==> src/rtl/phase_gen_pkg.sv <==
// phase_gen_pkg: shared types and limits for the 6502 two-phase clock generator.
// Latency: n/a (declarations only).
// Backpressure: n/a.
package phase_gen_pkg;

  // INIT waits for the first clk0 fall. D12 and D21 are the dead gaps
  // between the phases: D12 follows P1 and D21 follows P2.
  typedef enum logic [2:0] {
    INIT = 3'd0,
    P1   = 3'd1,
    D12  = 3'd2,
    P2   = 3'd3,
    D21  = 3'd4
  } phase_state_t;

  // Legal dead-time range. The dead counter is 4 bits wide.
  localparam int DEAD_MIN = 1;
  localparam int DEAD_MAX = 15;

endpackage

==> src/rtl/clk0_edge_det.sv <==
// clk0_edge_det: registers clk0 and flags its rising/falling edges.
// Latency: rise/fall are combinational from the live clk0 and the previous-cycle clk0_q.
// Backpressure: none.
// Ports: eclk, ereset_n (async, active-low) | clk0 in | rise, fall out.
module clk0_edge_det (
  input  logic eclk,
  input  logic ereset_n,
  input  logic clk0,
  output logic rise,
  output logic fall
);

  logic clk0_q;

  always_ff @(posedge eclk or negedge ereset_n) begin
    if (!ereset_n) begin
      clk0_q <= 1'b0;
    end else begin
      clk0_q <= clk0;
    end
  end

  assign rise = clk0 & ~clk0_q;
  assign fall = ~clk0 & clk0_q;

endmodule

==> src/rtl/phase_gen_6502.sv <==
// phase_gen_6502: derives non-overlapping phi1/phi2, bus strobes and a CPU cycle count from clk0.
// Latency: all outputs registered; the active phase drops one eclk after the clk0 edge, and the other phase rises DEAD eclk later.
// Backpressure: none; free-running on eclk.
// Ports: eclk, ereset_n (async, active-low) | clk0, res (active-low CPU reset) in |
//        phi1, phi2, addr_strobe, data_strobe, cyc_count[CNT_W], err out.
// Build option: define PHASE_GEN_ERR_EN to build the sticky err flag; otherwise err is tied to 0.
module phase_gen_6502
  import phase_gen_pkg::*;
#(
  parameter int DEAD  = 2,   // dead time in eclk periods, DEAD_MIN..DEAD_MAX
  parameter int CNT_W = 32
) (
  input  logic             eclk,
  input  logic             ereset_n,
  input  logic             clk0,
  input  logic             res,
  output logic             phi1,
  output logic             phi2,
  output logic             addr_strobe,
  output logic             data_strobe,
  output logic [CNT_W-1:0] cyc_count,
  output logic             err
);

  // Terminal value of the dead counter. A dead state therefore lasts DEAD cycles.
  localparam logic [3:0] DEAD_LAST = 4'(DEAD - 1);

  phase_state_t state, state_nxt;
  logic [3:0]   dc, dc_nxt;
  logic         rise, fall;
  logic         err_set;

  clk0_edge_det u_edge (
    .eclk     (eclk),
    .ereset_n (ereset_n),
    .clk0     (clk0),
    .rise     (rise),
    .fall     (fall)
  );

  // Next-state logic. In a dead state, an opposite clk0 edge that arrives
  // before the gap has expired means the half-period is too short. The FSM
  // then skips the pending phase and restarts the other gap instead.
  always_comb begin
    state_nxt = state;
    dc_nxt    = dc;
    err_set   = 1'b0;
    case (state)
      INIT: begin
        // A rise here is ignored. The first full half-period starts at a fall.
        if (fall) begin
          state_nxt = D21;
          dc_nxt    = 4'd0;
        end
      end
      P1: begin
        if (rise) begin
          state_nxt = D12;
          dc_nxt    = 4'd0;
        end
      end
      D12: begin
        if (fall) begin
          state_nxt = D21;
          dc_nxt    = 4'd0;
          err_set   = 1'b1;
        end else if (dc == DEAD_LAST) begin
          state_nxt = P2;
          dc_nxt    = 4'd0;
        end else begin
          dc_nxt = dc + 4'd1;
        end
      end
      P2: begin
        if (fall) begin
          state_nxt = D21;
          dc_nxt    = 4'd0;
        end
      end
      D21: begin
        if (rise) begin
          state_nxt = D12;
          dc_nxt    = 4'd0;
          err_set   = 1'b1;
        end else if (dc == DEAD_LAST) begin
          state_nxt = P1;
          dc_nxt    = 4'd0;
        end else begin
          dc_nxt = dc + 4'd1;
        end
      end
      default: begin
        state_nxt = INIT;
        dc_nxt    = 4'd0;
      end
    endcase
  end

  // The phase and strobe flops load from the next state. Each one is then
  // aligned with the registered state it describes and cannot glitch.
  always_ff @(posedge eclk or negedge ereset_n) begin
    if (!ereset_n) begin
      state       <= INIT;
      dc          <= 4'd0;
      phi1        <= 1'b0;
      phi2        <= 1'b0;
      addr_strobe <= 1'b0;
      data_strobe <= 1'b0;
    end else begin
      state       <= state_nxt;
      dc          <= dc_nxt;
      phi1        <= (state_nxt == P1);
      phi2        <= (state_nxt == P2);
      addr_strobe <= (state == D12) && (state_nxt == P2);
      data_strobe <= (state == P2)  && (state_nxt == D21);
    end
  end

  // A CPU cycle completes at the phi2 fall. The count is held at zero while
  // the CPU is in reset, so the clear has priority over the increment.
  always_ff @(posedge eclk or negedge ereset_n) begin
    if (!ereset_n) begin
      cyc_count <= '0;
    end else if (!res) begin
      cyc_count <= '0;
    end else if (data_strobe) begin
      cyc_count <= cyc_count + CNT_W'(1);
    end
  end

`ifdef PHASE_GEN_ERR_EN
  always_ff @(posedge eclk or negedge ereset_n) begin
    if (!ereset_n) begin
      err <= 1'b0;
    end else if (err_set) begin
      err <= 1'b1;
    end
  end
`else
  // The abort path still runs in this build. Only the report is dropped.
  logic unused_err_set;
  assign unused_err_set = err_set;
  assign err            = 1'b0;
`endif

endmodule

==> config.mk <==
export PLATFORM = sky130hd
export DESIGN_NAME = phase_gen_6502
export DESIGN_NICKNAME = d
export VERILOG_FILES = /design/src/rtl/phase_gen_pkg.sv /design/src/rtl/clk0_edge_det.sv /design/src/rtl/phase_gen_6502.sv
export SDC_FILE = /design/constraint.sdc
export NUM_CORES = 1
export LEC_CHECK = 0
export CORE_MARGIN = 2
export CORE_UTILIZATION = 52
export DETAILED_ROUTE_END_ITERATION = 10
export PLACE_DENSITY = 0.85
export SLEW_MARGIN = 20
export SYNTH_ARGS = -nofsm -noshare
export SYNTH_HDL_FRONTEND = slang
export SYNTH_SLANG_ARGS = --single-unit
export TNS_END_PERCENT = 20
==> constraint.sdc <==
create_clock -name eclk -period 2 [get_ports eclk]
set_input_delay 0.4 -clock eclk [delete_from_list [all_inputs] [get_ports eclk]]
set_output_delay 0.4 -clock eclk [all_outputs]
set_load 0.005 [all_outputs]
==> flow_metrics.env <==
export IMPL_synth_distinct_cells=38
export IMPL_layout_cells_most_common_list="sky130_fd_sc_hd__dfrtp_1, sky130_fd_sc_hd__clkdlybuf4s50_1, sky130_fd_sc_hd__nor2_1, sky130_fd_sc_hd__nand2_1, sky130_fd_sc_hd__xor2_1"
export IMPL_postSynthNetCount=247
export IMPL_warnings_from_yosys=0
export IMPL_timing_critical_path_from_type="flop"
export IMPL_synth_seq_cells=44
export IMPL_first_global_vias=1839
export IMPL_syn_cell_area_um2=2260
export IMPL_critical_path_reg2reg_endpoint="cyc_count[27]"
export IMPL_slowest_delay_ps=430
export IMPL_dieHeight_um=70.0
export IMPL_maxCapViolations=0
export IMPL_grt_first_pass_wirelength_um=8470
export IMPL_dr_pass1_iters=4
export IMPL_pin_count_of_the_biggest_net_entering_global_routing=26
export IMPL_ff2ff_path_depth=5
export IMPL_num_rows=23
export IMPL_final_period_minus_worst_setup_slack_ps=1820
export IMPL_total_leakage_power_nw=1.23
export IMPL_critical_path_slowest_cell="sky130_fd_sc_hd__dfrtp_1"
export IMPL_routedWlPerCell_um=14.8
export IMPL_ys_seq_area_share_pct=48.6
export IMPL_multi_input_area_um2=1120
export IMPL_fp_coreArea_um2=4090
export IMPL_r2r_slack_ps=180
export IMPL_globalRouteMet2Util_pct=35.4
export IMPL_worst_setup_path_end_kind="flop"
export IMPL_clock_sink_count=44
export IMPL_path_class="flop to flop"
export IMPL_postSynthAreaPerCell_um2=9.43
export IMPL_insertion_delay_ps=310
export IMPL_fin_worst_skew_ps=9.50
export IMPL_vias_per_cell=5.67
export IMPL_htree_num_levels=2
export IMPL_finalWirelength_um=5120
export IMPL_layout_commonest_cell="sky130_fd_sc_hd__dfrtp_1"
export IMPL_worst_setup_path_startpoint="cyc_count[3]"
export IMPL_num_antenna_cells=0
export IMPL_finalNetCount=303
export IMPL_register_area_um2=1100
export IMPL_syn_to_final_growth_pct=29.3
export IMPL_route_detailed_drc=0
export IMPL_numCtsBuffers=5
export IMPL_timing_critical_path_cells="nand3_1, nor3_1, nand3_4, or3_1, a21oi_1"
export IMPL_cts_root_buf="sky130_fd_sc_hd__clkbuf_8"
export IMPL_area_enclosed_by_the_die_boundary_um2=4900
export IMPL_syn_inst=240
export IMPL_dp_cells=339
export IMPL_critical_path_required_ps=2230
export IMPL_period_share_pct=91.2
export IMPL_detailroute_via_count=1962
export IMPL_globalRoute_busiestLayer="met2"
export IMPL_detailed_placer_s_ending_hpwl_um=3630
export IMPL_gpl_final_weighted_congestion=0.852
export IMPL_fmax_achieved_ghz=0.548
export IMPL_gr_usage_all_layers_pct=21.5
export IMPL_globalRoute_totalOverflow=0
export IMPL_layout_core_utilization_pct=71.6
export IMPL_worstMarginPinSlew_ps=518
export IMPL_slew_violations=0
export IMPL_clk_pin_slew_worst_paths_ps=80
export IMPL_layout_cells_sized_above_1_pct=11.8
export IMPL_slew_headroom_pct=65.4
export IMPL_p_per_area_nw_per_um2=684
export IMPL_antenna_found_initial=0
export IMPL_port_buffer_count=39
export IMPL_reg2reg_from="cyc_count[3]"
export IMPL_gr_usage_met1_pct=27.5
export IMPL_cp_data_arrival_time_ps=2050
export IMPL_max_clock_path_buffers=2
export IMPL_finalSetupViolations=0
export IMPL_pin_count=41
export IMPL_antenna_left=0
export IMPL_fraction_of_met3_tracks_used_by_global_routing_pct=5.34
export IMPL_worstPathMaxFanout=8
export IMPL_finish_cell_count_without_fillers=346
export IMPL_die_width_um=70.0
export IMPL_hold_viol=0
export IMPL_initial_core_util_pct=55.4
export IMPL_fin_hold_ws_ps=37.8
export IMPL_tritoncts="done"
export IMPL_min_path_type="primary input to async pin"
export IMPL_status="completed"
export IMPL_fill_cells=316
export IMPL_drt_initial_drc_count=90
export IMPL_vdd_ir_drop_max_uv=461
[metrics by stage]
| stage | TNS (ps) | total power, mW | worst slack (ps) | area, um^2 |
|---|---|---|---|---|
| detailed placement | -693 | 1.40 | -138 | 2820 |
| finish | 0 | 2.00 | 175 | 2930 |
| global route | -12.3 | 2.11 | -12.3 | 2930 |
| global placement | -223 | 1.38 | -45.3 | 2820 |
| CTS | 0 | 2.00 | 129 | 2910 |
| floorplan | 0 | 1.24 | 190 | 2260 |
[kinds of logic after synthesis]
logic type	count (synthesis)	share of synthesized area, %
and+or+nand+nor	120	28.8
DFF	44	48.6
AOI/OAI and AO/OA	35	8.90
xor gates and xnor gates	23	8.90
buffers and inverters	13	2.49
adders and majority gates	3	1.66
other	1	0.166
muxes	1	0.442
[worst max-delay path by stage]
stage	endpoint	slack, ps	cells after the start
after floorplan	cyc_count[22]	190	6
after global placement	cyc_count[31]	-50	6
after detailed placement	cyc_count[27]	-140	6
after CTS	cyc_count[28]	130	6
after global routing	cyc_count[27]	-10	5
final	cyc_count[27]	180	5
[sequential cells by signal, summed over array words and instances, names as in the netlist]
signal         flops
state              3
phi2               1
u_edge.clk0_q      1
dc                 4
addr_strobe        1
data_strobe        1
cyc_count         32
phi1               1
[worst max-delay path, delay by kind of cell, from the launching register on]
| family | cells | cell delay (ps) |
|---|---|---|
| compound gates | 1 | 170 |
| flops | 1 | 430 |
| simple gates | 4 | 1150 |
[final cells by class]
class / count / area share, %
clock buffer: 7 / 3.29
inverter: 6 / 0.770
sequential: 44 / 37.6
tap: 50 / 2.14
multi-input combinational: 183 / 38.2
timing repair buffer: 56 / 18.0
[cell usage after synthesis (all sizes together)]
cell type / count / area share, %
dfrtp: 44 / 49
nor2: 34 / 5.6
nand2: 21 / 3.5
xor2: 18 / 7.0
nand3: 15 / 4.1
o21ai: 14 / 3.1
a21oi: 12 / 2.7
nand4: 11 / 3.0
or3: 8 / 2.3
nor3: 7 / 2.0
inv: 6 / 0.99
clkbuf: 5 / 0.83
nor2b: 5 / 1.7
xnor2: 5 / 1.9
and2: 4 / 1.1
a21o: 3 / 0.99
and3: 3 / 0.83
ha: 3 / 1.7
nor4b: 3 / 1.8
a2111oi: 2 / 0.77
buf: 2 / 0.66
nand3b: 2 / 0.66
nor4: 2 / 0.55
o21a: 2 / 0.66
or2: 2 / 0.55
a221oi: 1 / 0.39
and4: 1 / 0.39
conb: 1 / 0.17
mux2i: 1 / 0.44
nand2b: 1 / 0.28
nor3b: 1 / 0.33
o21bai: 1 / 0.33
[power by group]
group,internal (mW),switching (mW)
clock,0.308,0.305
combinational,0.170,0.212
sequential,0.938,0.0683
total,1.42,0.586
[layer usage]
metal | vias to the layer above | part of all wire (%) | routed length [um]
met3 | 8 | 5.3 | 272
li1 | 940 | - | -
met2 | 57 | 49 | 2520
met4 | 0 | 1.6 | 82
met1 | 957 | 44 | 2240
met5 | - | 0 | 0
[timing repair]
action                                  CTS  global route
endpoints found under the setup margin    0             1
buffers inserted                          0             0
resized for setup                         0             2
hold buffers                              0             0
No activity file was read; power rests on OpenSTA's default activity.
